**src/rtl/rat_io_hub.sv**
```systemverilog
// I/O port hub for the RAT MCU: synchronised input ports, registered output ports,
// and a debounced button interrupt with pending/enable/acknowledge control.
module rat_io_hub #(
   parameter int unsigned N_IN      = 4,
   parameter int unsigned N_OUT     = 4,
   parameter logic [7:0]  IN_BASE   = 8'h20,
   parameter logic [7:0]  OUT_BASE  = 8'h40,
   parameter logic [7:0]  CTRL_ID   = 8'h60,
   parameter int unsigned DB_CYCLES = 50000
) (
   input  logic               CLK,
   input  logic               RESET_N,
   input  logic [7:0]         PORT_ID,
   input  logic [7:0]         OUT_PORT,
   input  logic               IO_STRB,
   output logic [7:0]         IN_PORT,
   input  logic [8*N_IN-1:0]  IN_DATA,
   output logic [8*N_OUT-1:0] OUT_DATA,
   input  logic               BTN_INT,
   output logic               INTR
);

   localparam int unsigned IN_LO   = 32'(IN_BASE);
   localparam int unsigned IN_HI   = IN_LO + N_IN - 1;
   localparam int unsigned OUT_LO  = 32'(OUT_BASE);
   localparam int unsigned OUT_HI  = OUT_LO + N_OUT - 1;
   localparam int unsigned CTRL_LO = 32'(CTRL_ID);
   localparam int          CW      = $clog2(DB_CYCLES);

   generate
      if (N_IN < 1 || N_IN > 16 || N_OUT < 1 || N_OUT > 16) begin : g_bad_count
         $error("rat_io_hub: N_IN and N_OUT must be in 1..16");
      end
      if (IN_HI > 255 || OUT_HI > 255) begin : g_bad_range
         $error("rat_io_hub: port range exceeds 8'hFF");
      end
      if ((IN_LO <= OUT_HI && OUT_LO <= IN_HI) ||
          (CTRL_LO >= IN_LO && CTRL_LO <= IN_HI) ||
          (CTRL_LO >= OUT_LO && CTRL_LO <= OUT_HI)) begin : g_overlap
         $error("rat_io_hub: input range, output range and CTRL_ID overlap");
      end
      if (DB_CYCLES < 2) begin : g_bad_db
         $error("rat_io_hub: DB_CYCLES must be at least 2");
      end
   endgenerate

   logic [8*N_IN-1:0]  in_s1_q, in_s1_d, in_s2_q, in_s2_d;
   logic [8*N_OUT-1:0] out_q, out_d;
   logic               btn_s1_q, btn_s1_d, btn_s2_q, btn_s2_d;
   logic [CW-1:0]      cnt_q, cnt_d;
   logic               deb_q, deb_d, deb_prev_q, deb_prev_d;
   logic               pending_q, pending_d, int_en_q, int_en_d;
   logic               ctrl_wr, deb_rise;

   always_comb begin
      in_s1_d    = IN_DATA;
      in_s2_d    = in_s1_q;
      btn_s1_d   = BTN_INT;
      btn_s2_d   = btn_s1_q;
      deb_prev_d = deb_q;

      out_d = out_q;
      for (int unsigned k = 0; k < N_OUT; k++) begin
         if (IO_STRB && PORT_ID == 8'(OUT_LO + k)) begin
            out_d[8*k +: 8] = OUT_PORT;
         end
      end

      // Counter runs only while the synced button disagrees with the debounced level.
      deb_d = deb_q;
      cnt_d = '0;
      if (btn_s2_q != deb_q) begin
         if (cnt_q == CW'(DB_CYCLES - 1)) begin
            deb_d = btn_s2_q;
         end else begin
            cnt_d = cnt_q + CW'(1);
         end
      end

      ctrl_wr  = IO_STRB && (PORT_ID == CTRL_ID);
      int_en_d = ctrl_wr ? OUT_PORT[0] : int_en_q;
      deb_rise = deb_q & ~deb_prev_q;
      // A new rising event beats a simultaneous acknowledge.
      pending_d = deb_rise | (pending_q & ~(ctrl_wr & OUT_PORT[1]));
   end

   always_ff @(posedge CLK or negedge RESET_N) begin
      if (!RESET_N) begin
         in_s1_q    <= '0;
         in_s2_q    <= '0;
         out_q      <= '0;
         btn_s1_q   <= 1'b0;
         btn_s2_q   <= 1'b0;
         cnt_q      <= '0;
         deb_q      <= 1'b0;
         deb_prev_q <= 1'b0;
         pending_q  <= 1'b0;
         int_en_q   <= 1'b0;
      end else begin
         in_s1_q    <= in_s1_d;
         in_s2_q    <= in_s2_d;
         out_q      <= out_d;
         btn_s1_q   <= btn_s1_d;
         btn_s2_q   <= btn_s2_d;
         cnt_q      <= cnt_d;
         deb_q      <= deb_d;
         deb_prev_q <= deb_prev_d;
         pending_q  <= pending_d;
         int_en_q   <= int_en_d;
      end
   end

   always_comb begin
      IN_PORT = 8'h00;
      for (int unsigned k = 0; k < N_IN; k++) begin
         if (PORT_ID == 8'(IN_LO + k)) begin
            IN_PORT = in_s2_q[8*k +: 8];
         end
      end
      if (PORT_ID == CTRL_ID) begin
         IN_PORT = {6'b0, pending_q, int_en_q};
      end
   end

   assign OUT_DATA = out_q;
   assign INTR     = pending_q & int_en_q;

endmodule

```
**config.mk**
```make
export PLATFORM = sky130hd
export DESIGN_NAME = rat_io_hub
export DESIGN_NICKNAME = d
export VERILOG_FILES = /design/src/rtl/rat_io_hub.sv
export SDC_FILE = /design/constraint.sdc
export NUM_CORES = 1
export LEC_CHECK = 0
export CORE_UTILIZATION = 50
export CTS_CLUSTER_SIZE = 16
export DETAILED_ROUTE_END_ITERATION = 6
export PLACE_DENSITY = 0.84
export SYNTH_ARGS = -nofsm -noshare
export SYNTH_HDL_FRONTEND = slang
export SYNTH_SLANG_ARGS = --single-unit
export TNS_END_PERCENT = 100
```
**constraint.sdc**
```tcl
create_clock -name CLK -period 2.4 [get_ports CLK]
set_clock_uncertainty 0.05 [all_clocks]
set_input_delay 0.6 -clock CLK [delete_from_list [all_inputs] [get_ports CLK]]
set_output_delay 0.6 -clock CLK [all_outputs]
set_load 0.005 [all_outputs]
```
==> reports/summary.txt, run 1 <==
outcome = finished, violations left
failing checks = negative setup slack
crit path buf inv count = 4
CTS buffer count = 17
post-DP HPWL = 5835 µm
final wirelength = 10790 µm
detailed-routed wire length on met2 = 5554 µm
gpl congestion = 0.8301
Power per Cell Area = 792.8 nW/µm²
WL met3 = 553 µm
slowest stage delay, CP = 0.39 ns
largest net degree at the start of global routing = 54
num ports = 93
Critical Path, Cell by Cell = buf_8 -> nor4b_4 -> buf_4 -> buf_6 -> nand2_2 -> o31ai_4 -> buf_2
R2R cell count = 3
Slowest-stage cell, CP = o31ai_4
startpoint types = primary input
area delta synth->final = 47.32%
Max FO, Critical Path = 6
Reg clk slew, reported paths = 0.06 ns
RSZ-0062 raised after global routing = true
highest metal used = met4
post-place setup slack = -1.037 ns
Final setup viols = 8
number of distinct library cells after synthesis = 37
Post-Syn Area = 4161 µm²
fin. max-slew vios = 0
CP delay by family, top = buffers and inverters
Critical R2R Launch = cnt_q[11]$_DFF_PN0_
setup TNS = -1.710 ns
worst path required time = 1.75 ns
Via density = 5.345
hold_ws = 0.0008248 ns
crit path launch = PORT_ID[7]
DIE AREA = 8692 µm²
dpl cells = 499
Critical Path AT = 2.06 ns
root cell of the clock tree = clkbuf_8
initial antenna violation count = 0
Die X = 93.23 µm
register area share after synthesis = 70.96%
Clock Sinks = 118
mean area per synthesized cell = 14.11 µm²
WL/cell = 20.10 µm
FILL cells = 421
Worst Setup EP = IN_PORT[7]
Util after Layout = 77.73%
CP Class = primary input to output port
Critical R2R Capture = deb_prev_d$_DFFE_PN0P_
FF+latch count, synth = 118
H-tree lvl count = 4
first-pass GRT wire length = 15900 µm
DRT Pass-1 Iters = 4
Iter 0 DRT Violations = 218
Worst IR Drop VDD = 0.5854 mV
IO Port Bufs = 92
final hold viol count = 0
Worst Setup End Kind = output port
row cnt = 32
Tot GR Track Use = 26.09%
slew margin rel. = 64.31%
Hold Path Class = primary input to asynchronous set/reset pin
min cycle time layout = 2.709 ns
setup slack after layout = -0.3095 ns
DRC viols = 0
fraction of layout cells with a size suffix above 1 = 30.11%
MaxCap Viol Count = 0
antenna cells = 0
Post-Syn Instances = 295
vias in the first global route = 2994
core area = 7888 µm²
TritonCTS clock tree = done
clk buf depth = 2
die height = 93.23 µm
DRT antenna net count = 0
Finished Layout Cells = 537
leakage = 2.735 nW
Ys Warns = 0
# nets final = 475
initial cell density of the core = 52.76%
DRT met1 WL = 4019 µm
worst-margin pin slew = 0.5353 ns
cell count along the critical path = 7
DR vias = 2870
R2R setup slack = 0.52 ns
synthesized net count = 348
GRT Residual Overflow = 0
Max Freq = 369.1 MHz
fin crit share = 112.9%
Worst-Skew Late Latency = 0.52 ns
-- cells in the mapped netlist --
| cell type | number | share of area (%) |
|---|---|---|
| and4_1 | 2 | 0.42 |
| nand2b_1 | 1 | 0.15 |
| nor4b_1 | 1 | 0.21 |
| mux2_4 | 1 | 0.36 |
| or4_4 | 1 | 0.27 |
| dfrtp_1 | 118 | 71 |
| and2_1 | 2 | 0.30 |
| and3_1 | 4 | 0.60 |
| clkbuf_1 | 4 | 0.36 |
| buf_6 | 1 | 0.27 |
| a221oi_1 | 1 | 0.21 |
| and3_2 | 1 | 0.18 |
| nand4bb_1 | 2 | 0.54 |
| o31ai_1 | 6 | 1.1 |
| xor2_1 | 2 | 0.42 |
| o2bb2ai_1 | 1 | 0.21 |
| nor2_1 | 39 | 3.5 |
| a21oi_1 | 7 | 0.84 |
| inv_1 | 5 | 0.45 |
| nor2b_1 | 1 | 0.15 |
| nand2_1 | 12 | 1.1 |
| ha_1 | 1 | 0.30 |
| nor4bb_1 | 1 | 0.24 |
| nand3_1 | 8 | 0.96 |
| xnor2_1 | 13 | 2.7 |
| o21ai_0 | 1 | 0.12 |
| mux2_2 | 34 | 9.2 |
| nor3_1 | 5 | 0.60 |
| buf_2 | 5 | 0.60 |
| nand2_4 | 1 | 0.27 |
| a32o_1 | 1 | 0.24 |
| nor4_1 | 5 | 0.75 |
| a22o_1 | 1 | 0.21 |
| nand3b_1 | 1 | 0.18 |
| mux2i_1 | 1 | 0.24 |
| or3_1 | 1 | 0.15 |
| nand4_1 | 4 | 0.60 |
-- logic make-up after synthesis --
family,share of synthesized area (%)
compound gates,2.916
buf+inv,1.684
flops,70.96
simple gates,11.18
xor+xnor,3.157
fa+ha+maj,0.3006
mux,9.802
-- worst min-delay path by stage --
stage | startpoint | to | slack [ns] | cells past startpoint
after floorplan | RESET_N | OUT_DATA[0]$_DFFE_PN0P_ | 0.25 | 0
after global placement | in_s1_q[1]$_DFF_PN0_ | in_s2_q[1]$_DFF_PN0_ | 0.28 | 0
after detailed placement | in_s1_q[13]$_DFF_PN0_ | in_s2_q[13]$_DFF_PN0_ | 0.28 | 0
after CTS | RESET_N | in_s2_q[29]$_DFF_PN0_ | 0.001 | 1
after global routing | RESET_N | in_s2_q[21]$_DFF_PN0_ | 0.03 | 1
final | RESET_N | in_s2_q[29]$_DFF_PN0_ | 0.0008 | 1
-- flip-flops by register name, summed over array words and instances (netlist names) --
register,count
deb_prev_q,1
int_en_q,1
in_s1_q,32
btn_s1_q,1
pending_q,1
in_s2_q,32
deb_prev_d,1
OUT_DATA,32
cnt_q,16
btn_s2_q,1
-- area by class of cell --
class | count | area, µm² | area share, %
flip-flops and latches | 118 | 2953 | 48.16
multi-input cells | 162 | 1296 | 21.14
repair buffers | 118 | 1154 | 18.82
clock buffers | 17 | 414.1 | 6.755
clock inverters | 15 | 167.7 | 2.735
well taps | 102 | 127.6 | 2.082
inverters | 5 | 18.77 | 0.3061
-- through the flow --
| step | instance area [µm²] | power [W] |
|---|---|---|
| final | 6131 | 0.004861 |
| after global routing | 6131 | 0.005030 |
| after CTS | 6043 | 0.004864 |
| after detailed placement | 5356 | 0.002427 |
| after global placement | 5356 | 0.002412 |
| after floorplan | 4161 | 0.002202 |
-- report_power, final --
| part | switching, W | internal, W |
|---|---|---|
| Sequential | 0.0000435 | 0.00208 |
| Combinational | 0.000135 | 0.000175 |
| Clock | 0.00108 | 0.00136 |
| Total | 0.00125 | 0.00361 |
-- placed cells by master, fill, tap and decap left out, types with 5 or more instances in the layout --
master and instances:
nor2_1 33, buf_6 10, mux2_2 33, xnor2_1 13
clkdlybuf4s50_1 75, buf_2 9, inv_1 5, inv_8 9
nand3_1 7, clkbuf_16 16, a21oi_1 6, nor4_1 5
dfrtp_1 118, buf_4 16, nand2_1 11
-- layer usage --
metal	track usage [%]	up-vias
met2	42.71	119
met5	0	-
met4	16.54	0
li1	-	1278
met1	30.01	1438
met3	7.724	35
-- repair_timing --
item	CTS	global route
hold buffers	0	0
setup buffers	3	3
pin swaps	11	5
resized for setup	93	11
endpoints found under the setup margin	8	8
-- worst register-to-register path, delay by kind of cell (launching register included) --
family / cells / cell delay, ns
flip-flops: 1 / 0.43
multiplexers: 1 / 0.32
AND/OR/NAND/NOR: 2 / 0.97
(Power assumes the default switching activity.)
==> run 2, diff against run 1 <==
--- a/config.mk
+++ b/config.mk
@@ -5,6 +5,7 @@
 export SDC_FILE = /design/constraint.sdc
 export NUM_CORES = 1
 export LEC_CHECK = 0
+export CAP_MARGIN = 5
 export CORE_UTILIZATION = 50
 export CTS_CLUSTER_SIZE = 16
 export DETAILED_ROUTE_END_ITERATION = 6
==> results of run 2 <==
Final layout, timing and power as in run 1 (identical DEF).
==> run 3, diff against run 2 <==
--- a/config.mk
+++ b/config.mk
@@ -9,6 +9,7 @@
 export CORE_UTILIZATION = 50
 export CTS_CLUSTER_SIZE = 16
 export DETAILED_ROUTE_END_ITERATION = 6
+export GPL_ROUTABILITY_DRIVEN = 0
 export PLACE_DENSITY = 0.84
 export SYNTH_ARGS = -nofsm -noshare
 export SYNTH_HDL_FRONTEND = slang
==> results of run 3 <==
Final layout, timing and power as in run 1 (identical DEF).
